File: config.mk
export PLATFORM = sky130hd
export DESIGN_NAME = nrzi_serial_tx
export DESIGN_NICKNAME = d
export VERILOG_FILES = /design/src/rtl/nrzi_serial_tx.sv
export SDC_FILE = /design/constraint.sdc
export NUM_CORES = 1
export LEC_CHECK = 0
export BUFFER_PORTS_ARGS = -buffer_cell sky130_fd_sc_hd__buf_2
export CAP_MARGIN = 20
export CORE_MARGIN = 5
export CORE_UTILIZATION = 46
export CTS_BUF_LIST = sky130_fd_sc_hd__clkbuf_16
export DETAILED_ROUTE_END_ITERATION = 8
export HOLD_SLACK_MARGIN = 0.15
export PLACE_DENSITY = 0.7
export SLEW_MARGIN = 20
export SYNTH_ARGS = -nofsm -noshare
export SYNTH_HDL_FRONTEND = slang
export SYNTH_SLANG_ARGS = --single-unit
File: constraint.sdc
create_clock -name clk -period 1.48 [get_ports clk]
set_clock_uncertainty 0.2 [all_clocks]
set_input_delay 0.296 -clock clk [delete_from_list [all_inputs] [get_ports clk]]
set_output_delay 0.296 -clock clk [all_outputs]
set_load 0.01 [all_outputs]
File: src/rtl/nrzi_serial_tx.sv
// nrzi_serial_tx: parallel-in, NRZI serial-out transmitter, LSB first.
// A data bit of 1 toggles the line and a data bit of 0 holds it.
// Define NRZI_TX_STUFF_EN to add bit stuffing: after STUFF_RUN consecutive
// 0 data bits, a forced transition (stuff bit) is inserted on the line.
`timescale 1ns/1ps
module nrzi_serial_tx #(
  parameter int DATA_W     = 8,
  parameter bit IDLE_LEVEL = 1'b0,
  parameter int STUFF_RUN  = 5
) (
  input  logic              clk,
  input  logic              reset,
  input  logic [DATA_W-1:0] data_in,
  input  logic              data_valid,
  output logic              data_ready,
  output logic              tx_out,
  output logic              tx_active,
  output logic              word_done
);

  typedef enum logic {S_IDLE, S_SEND} state_t;

  localparam int CNT_W = $clog2(DATA_W + 1);
  localparam logic [CNT_W-1:0] LAST_BIT = CNT_W'(DATA_W - 1);

  state_t            state;
  logic [DATA_W-1:0] shreg;
  logic [CNT_W-1:0]  bit_cnt;
  logic              last_bit;
  logic              accept;

  assign last_bit = (bit_cnt == LAST_BIT);
  assign accept   = data_valid && data_ready;

`ifdef NRZI_TX_STUFF_EN
  localparam int RUN_W = $clog2(STUFF_RUN + 1);

  logic [RUN_W-1:0] run_cnt;
  logic             stuff_pending;
  logic             stuff_tail;
  logic             stuff_hit;

  // The bit about to be driven is a 0 that completes a run of STUFF_RUN zeros.
  assign stuff_hit = !shreg[0] && (run_cnt == RUN_W'(STUFF_RUN - 1));

  // Ready in IDLE, before the last data bit when no stuff follows it,
  // or before a trailing stuff bit so the next word still follows without a gap.
  assign data_ready = (state == S_IDLE) ||
                      ((state == S_SEND) &&
                       ((!stuff_pending && last_bit && !stuff_hit) ||
                        (stuff_pending && stuff_tail)));

  // Single state machine: handshake, shifting, NRZI line, stuffing and status flags.
  always_ff @(posedge clk) begin
    if (reset) begin
      state         <= S_IDLE;
      shreg         <= '0;
      bit_cnt       <= '0;
      run_cnt       <= '0;
      stuff_pending <= 1'b0;
      stuff_tail    <= 1'b0;
      tx_out        <= IDLE_LEVEL;
      tx_active     <= 1'b0;
      word_done     <= 1'b0;
    end else begin
      word_done <= 1'b0;
      case (state)
        S_IDLE: begin
          tx_active <= 1'b0;
          run_cnt   <= '0;
          if (accept) begin
            shreg   <= data_in;
            bit_cnt <= '0;
            state   <= S_SEND;
          end
        end
        S_SEND: begin
          tx_active <= 1'b1;
          if (stuff_pending) begin
            // Stuff cycle: forced transition, shift register holds.
            tx_out        <= ~tx_out;
            stuff_pending <= 1'b0;
            run_cnt       <= '0;
            if (stuff_tail) begin
              stuff_tail <= 1'b0;
              if (accept) begin
                shreg   <= data_in;
                bit_cnt <= '0;
              end else begin
                state <= S_IDLE;
              end
            end
          end else begin
            tx_out  <= tx_out ^ shreg[0];
            run_cnt <= shreg[0] ? '0 : run_cnt + RUN_W'(1);
            if (stuff_hit) stuff_pending <= 1'b1;
            if (last_bit) begin
              word_done <= 1'b1;
              if (stuff_hit) begin
                stuff_tail <= 1'b1;
              end else if (accept) begin
                shreg   <= data_in;
                bit_cnt <= '0;
              end else begin
                state <= S_IDLE;
              end
            end else begin
              shreg   <= shreg >> 1;
              bit_cnt <= bit_cnt + CNT_W'(1);
            end
          end
        end
        default: state <= S_IDLE;
      endcase
    end
  end
`else
  logic unused_stuff_run;
  assign unused_stuff_run = (STUFF_RUN > 0);

  // Ready in IDLE, and in the cycle before the last data bit goes out so
  // consecutive words run back to back.
  assign data_ready = (state == S_IDLE) || ((state == S_SEND) && last_bit);

  // Single state machine: handshake, shifting, NRZI line and status flags.
  always_ff @(posedge clk) begin
    if (reset) begin
      state     <= S_IDLE;
      shreg     <= '0;
      bit_cnt   <= '0;
      tx_out    <= IDLE_LEVEL;
      tx_active <= 1'b0;
      word_done <= 1'b0;
    end else begin
      word_done <= 1'b0;
      case (state)
        S_IDLE: begin
          tx_active <= 1'b0;
          if (accept) begin
            shreg   <= data_in;
            bit_cnt <= '0;
            state   <= S_SEND;
          end
        end
        S_SEND: begin
          tx_active <= 1'b1;
          tx_out    <= tx_out ^ shreg[0];
          if (last_bit) begin
            word_done <= 1'b1;
            if (accept) begin
              shreg   <= data_in;
              bit_cnt <= '0;
            end else begin
              state <= S_IDLE;
            end
          end else begin
            shreg   <= shreg >> 1;
            bit_cnt <= bit_cnt + CNT_W'(1);
          end
        end
        default: state <= S_IDLE;
      endcase
    end
  end
`endif

endmodule

=== After elaboration in Yosys (flattened, before gate mapping) ===
Index checks and enable logic that the tools add are counted.

* Add/subtract/negate cells: 1
* $mul: 0
* Divide/modulo/power cells: 0
* Order comparisons: 0
* Equal/unequal tests: 1
* Shifts and indexed selects: 0
* Muxes and demuxes: 11
* Bitwise gates (word level): 2
* Reductions and logical operators: 4

{| class="wikitable"
|+ Operators by type and width
! kind !! number
|-
| $mux W8 || 2
|-
| $pmux W8 S2 || 1
|-
| $mux W4 || 2
|-
| $pmux W4 S2 || 1
|-
| $add A4 B1 Y4 const B || 1
|-
| $eq A4 B3 Y1 const B || 1
|-
| $pmux W1 S2 || 2
|-
| $mux W1 || 3
|-
| $logic_and A1 B1 Y1 || 2
|-
| $reduce_or A2 Y1 || 1
|-
| $logic_or A1 B1 Y1 || 1
|-
| $not A1 Y1 || 1
|-
| $xor A1 B1 Y1 || 1
|}

* Flip-flop bits (word level): 16
* Latch bits: 0
* Memory bits (writable): 0
* Bits in read-only memories: 0
* Input bits: 11
* Output and inout port bits: 4
* Logic and storage cells: 25
* Memories kept: 0

=== Logic depth before layout (Yosys ltp) ===
* Depth after elaboration: 7
* Mapped depth: 5
* Mapped depth without buffers: 4

=== Worst setup path after synthesis ===
Ideal clock, no wire load.

* Path type: register -> register
* From: register bit_cnt[0]
* To: register bit_cnt[0]
* Setup time: 121 ps
* Arrival: 1,245 ps
* Data required time: 1,159 ps
* Setup slack: -86 ps
* Stages on the path, launching flop included: 5
* Path buffers: 0
* Clock period less this slack: 1,566 ps
* Path through: dfxtp_1 ha_1 nand3b_4 nand2_1 mux2_2

* Cells in the longest elaborated chain, start to end: 7
* Elaborated cells on any way between the ends: 8
* Those cells by class: 1 x add/sub; 1 x eq/ne; 3 x mux; 3 x reduce/logical

{| class="wikitable"
|+ RTL lines
! what !! RTL line !! source
|-
| start, declared || 28 || <nowiki>logic [CNT_W-1:0] bit_cnt;</nowiki>
|-
| start signal, assigned || 158 || <nowiki>bit_cnt <= bit_cnt + CNT_W'(1);</nowiki>
|-
| $eq A4 B3 Y1 (*) || 32 || <nowiki>assign last_bit = (bit_cnt == LAST_BIT);</nowiki>
|-
| $logic_and A1 B1 Y1 (*) || 123 || <nowiki>assign data_ready = (state == S_IDLE) || ((state == S_SEND) && last_bit);</nowiki>
|-
| $logic_or A1 B1 Y1 (*) || 123 ||
|-
| named net data_ready || 15 || <nowiki>output logic data_ready,</nowiki>
|-
| $logic_and A1 B1 Y1 (*) || 33 || <nowiki>assign accept = data_valid && data_ready;</nowiki>
|-
| $mux W4 (*) || -- ||
|-
| $mux W4 || 148 || <nowiki>if (last_bit) begin</nowiki>
|-
| $pmux W4 S2 (*) || 136 || <nowiki>case (state)</nowiki>
|}

Mark *: on every way through the listed nets, which the timed path passes. The rest lies on a longest branch.
A chain may end at the register's enable or synchronous reset.

=== Final worst setup path ===
* From: register bit_cnt[0]
* To: output data_ready

* Cells in the longest elaborated chain, start to end: 3

{| class="wikitable"
|+ RTL lines
! what !! RTL line
|-
| $eq A4 B3 Y1 || 32
|-
| $logic_and A1 B1 Y1 || 123
|-
| $logic_or A1 B1 Y1 || 123
|-
| end, declared || 15
|}

Every way passes these cells.

==> impl_metrics.ini <==
[status]
status = complete, but fails checks
failed_checks = negative setup slack

[clock_tree]
numCtsBuffers = 3
cts_tree = yes
clock_latency_ns = 0.24
cts_hold_buf = 0
cts_root_buffer = clkbuf_16
path_clk_slew_ns = 0.05
clockBufferDepth = 2
htreeDepth = 1
cts_sinks = 16

[global_routing]
grt_pass1_wl_mm = 2.55
grtUsageTotal_pct = 12.7
first_global_vias = 585
antenna_found_initial = 0
grt_overflow = 0
grt_max_degree = 17

[critical_path]
cp-start-kind = register
cp-startpoint = bit_cnt[0]
crit_fanout = 3
cp_slowest_stage_delay_ns = 0.34
critPathKind = reg -> out
crit_arrival_ns = 1.02
cp.required_ns = 0.98
regToRegStartpoint = bit_cnt[0]
worst_path_max_delay_cell = dfxtp_2
path_cells = ha_4, nand3b_4, nand2_4, buf_6
cp-end-kind = primary output

[timing]
setup_viol = 1
period_minus_slack_ns = 1.52
final-hold-violation-count = 0
fin_tns_setup_ns = -0.0377
maxSlewHeadroom_pct = 77.0
min_period_over_period_pct = 103
worst_pin_slew_ns = 0.345
report.final.slew_viol_count = 0
timing.hold.ws_ns = 0.161
rsz0062_at_grt = yes
fin_ws_ns = -0.0377
max_freq_mhz = 659

[floorplan]
chipHeight_um = 50.3
die_area_mm2 = 0.00253
die_w_um = 50.3
num_rows = 14
coreArea_mm2 = 0.00152
io_pins = 15
start_util_pct = 48.9

[synthesis]
yosysTopAreaCellShare_pct = 43.0
syn_area_um2 = 746
seq_area_frac_synth_pct = 43.0
synth-edff-count = 0
synth_warnings = 0
synthTopCellsByArea = dfxtp_1 (43%), a311oi_1 (8.2%), a221oi_1 (7.0%), inv_1 (4.5%), nor2b_1 (3.4%)
netlist.top_cell.by_area = dfxtp_1
synth.avg_cell_area_um2 = 9.56
syn-num-nets = 90
ys_async_sr_fraction_pct = 0
ys_ff_latch = 16
syn_inst = 78
synth_cell_type_count = 28
ys.flop_type = dfxtp_1

[detailed_routing]
remaining_drc_errors = 0
wl_met2_um = 741
ant_nets = 0
top_layer_used = met4
wirelength_mm = 1.59
route.met3.wl_um = 52
drt_iter0_drc = 15
m1WireLength_um = 787
routed-via-count = 659
first_pass_iters = 4
via_per_inst = 5.68
wl_per_cell_um = 13.7

[final_layout]
fin_util_pct = 67.6
n_antenna_cell = 0
area_delta_synth_final_pct = 38.1
drive_above_1_share_pct = 41.0
fin_cells = 116
fin_nets = 114

[power_and_ir_drop]
power.switching_mw = 0.230
seq_power_share_pct = 42.4
p_per_area_mw_per_mm2 = 1080
power_frac_clock_pct = 44.5
intPower_mw = 0.886
pwr-share-comb_pct = 13.0
switching_share_pct = 20.6
ir_worst_vdd_v = 0.000737
p_leak_nw = 0.479

[placed_design]
io_buffers = 14
gp_congestion = 0.764
dp_hpwl_mm = 1.09
placed_cells = 112
preCtsSetupSlack_ns = -0.0389

[run]
max_cap_violations = 0

[hold_path]
hp-class = in -> reg
min_from = reset
[layer usage]
layer,vias up,GRT usage (%)
met5,-,0
met4,0,5.24
met3,2,2.66
met2,8,19.2
met1,320,17.5
li1,329,-
[stage by stage]
stage               instance area [um^2]  total power [mW]
CTS                                  987              1.12
finish                              1030              1.12
floorplan                            756             0.557
global placement                     886             0.596
detailed placement                   886             0.600
global route                        1030              1.17
[Yosys cell counts (2+ instances only)]
cell type,number
dfxtp_1,16
inv_1,9
a311oi_1,7
a221oi_1,6
nand2_1,4
nor2_1,4
nor2b_1,4
and2b_1,3
clkbuf_1,3
a21oi_1,2
mux2i_1,2
xor2_1,2
[worst max-delay path, delay by kind of cell (launching register included)]
family | cells | cell delay (ns)
simple gates | 2 | 0.19
flops | 1 | 0.34
fa+ha+maj | 1 | 0.16
buf+inv | 1 | 0.10
[what timing repair did]
action / 4_1_cts / 5_1_grt
resized for setup: 4 / 6
setup buffers: 1 / 0
setup endpoints to repair: 7 / 6
pin swaps: 1 / 0
[registers in the layout (all words and copies together), names as in the netlist]
signal and cells:
word_done 1, state 1, bit_cnt 4, tx_active 1
shreg 8, tx_out 1
[path summary, 6_finish.rpt]
check,end,slack (ns),depth (start not counted)
worst max-delay path,data_ready,-0.04,4
worst min-delay path,tx_out,0.16,2
worst max register to register,shreg[2],0.01,5
worst min register to register,shreg[1],0.27,2
[logic make-up after synthesis]
kind of cell,count (synthesis),synth area share [%]
AOI/OAI and AO/OA,20,23.0
and+or+nand+nor,20,16.1
buffers and inverters,16,9.73
DFF,16,43.0
muxes,3,4.19
xor gates and xnor gates,2,2.35
adders and majority gates,1,1.68
[placed cells by master, fill, tap and decap left out, types with 2 or more instances in the layout]
cell type / n
nor2_1: 4
clkbuf_16: 3
xor2_1: 2
nor2b_1: 4
a311oi_1: 6
dfxtp_1: 14
mux2i_1: 2
buf_4: 11
dfxtp_2: 2
nand2_1: 3
and2b_1: 3
buf_2: 13
a221oi_2: 4
a21oi_1: 2
a221oi_1: 2
inv_1: 9
[power by group through the flow]
| stage | combinational (mW) | clock [mW] | sequential (mW) |
|---|---|---|---|
| after floorplan | 0.0788 | 0 | 0.478 |
| after global placement | 0.118 | 0 | 0.478 |
| after detailed placement | 0.122 | 0 | 0.479 |
| after CTS | 0.129 | 0.513 | 0.473 |
| after global routing | 0.161 | 0.536 | 0.476 |
| final | 0.146 | 0.497 | 0.474 |
[final cells by class]
| type | instances | area (um^2) |
|---|---|---|
| Fill cell | 106 | 494 |
| Multi-Input combinational cell | 46 | 415 |
| Sequential cell | 16 | 323 |
| Timing Repair Buffer | 25 | 159 |
| Clock buffer | 3 | 75.1 |
| Inverter | 10 | 37.5 |
| Tap cell | 16 | 20.0 |
(Power assumes the default switching activity.)
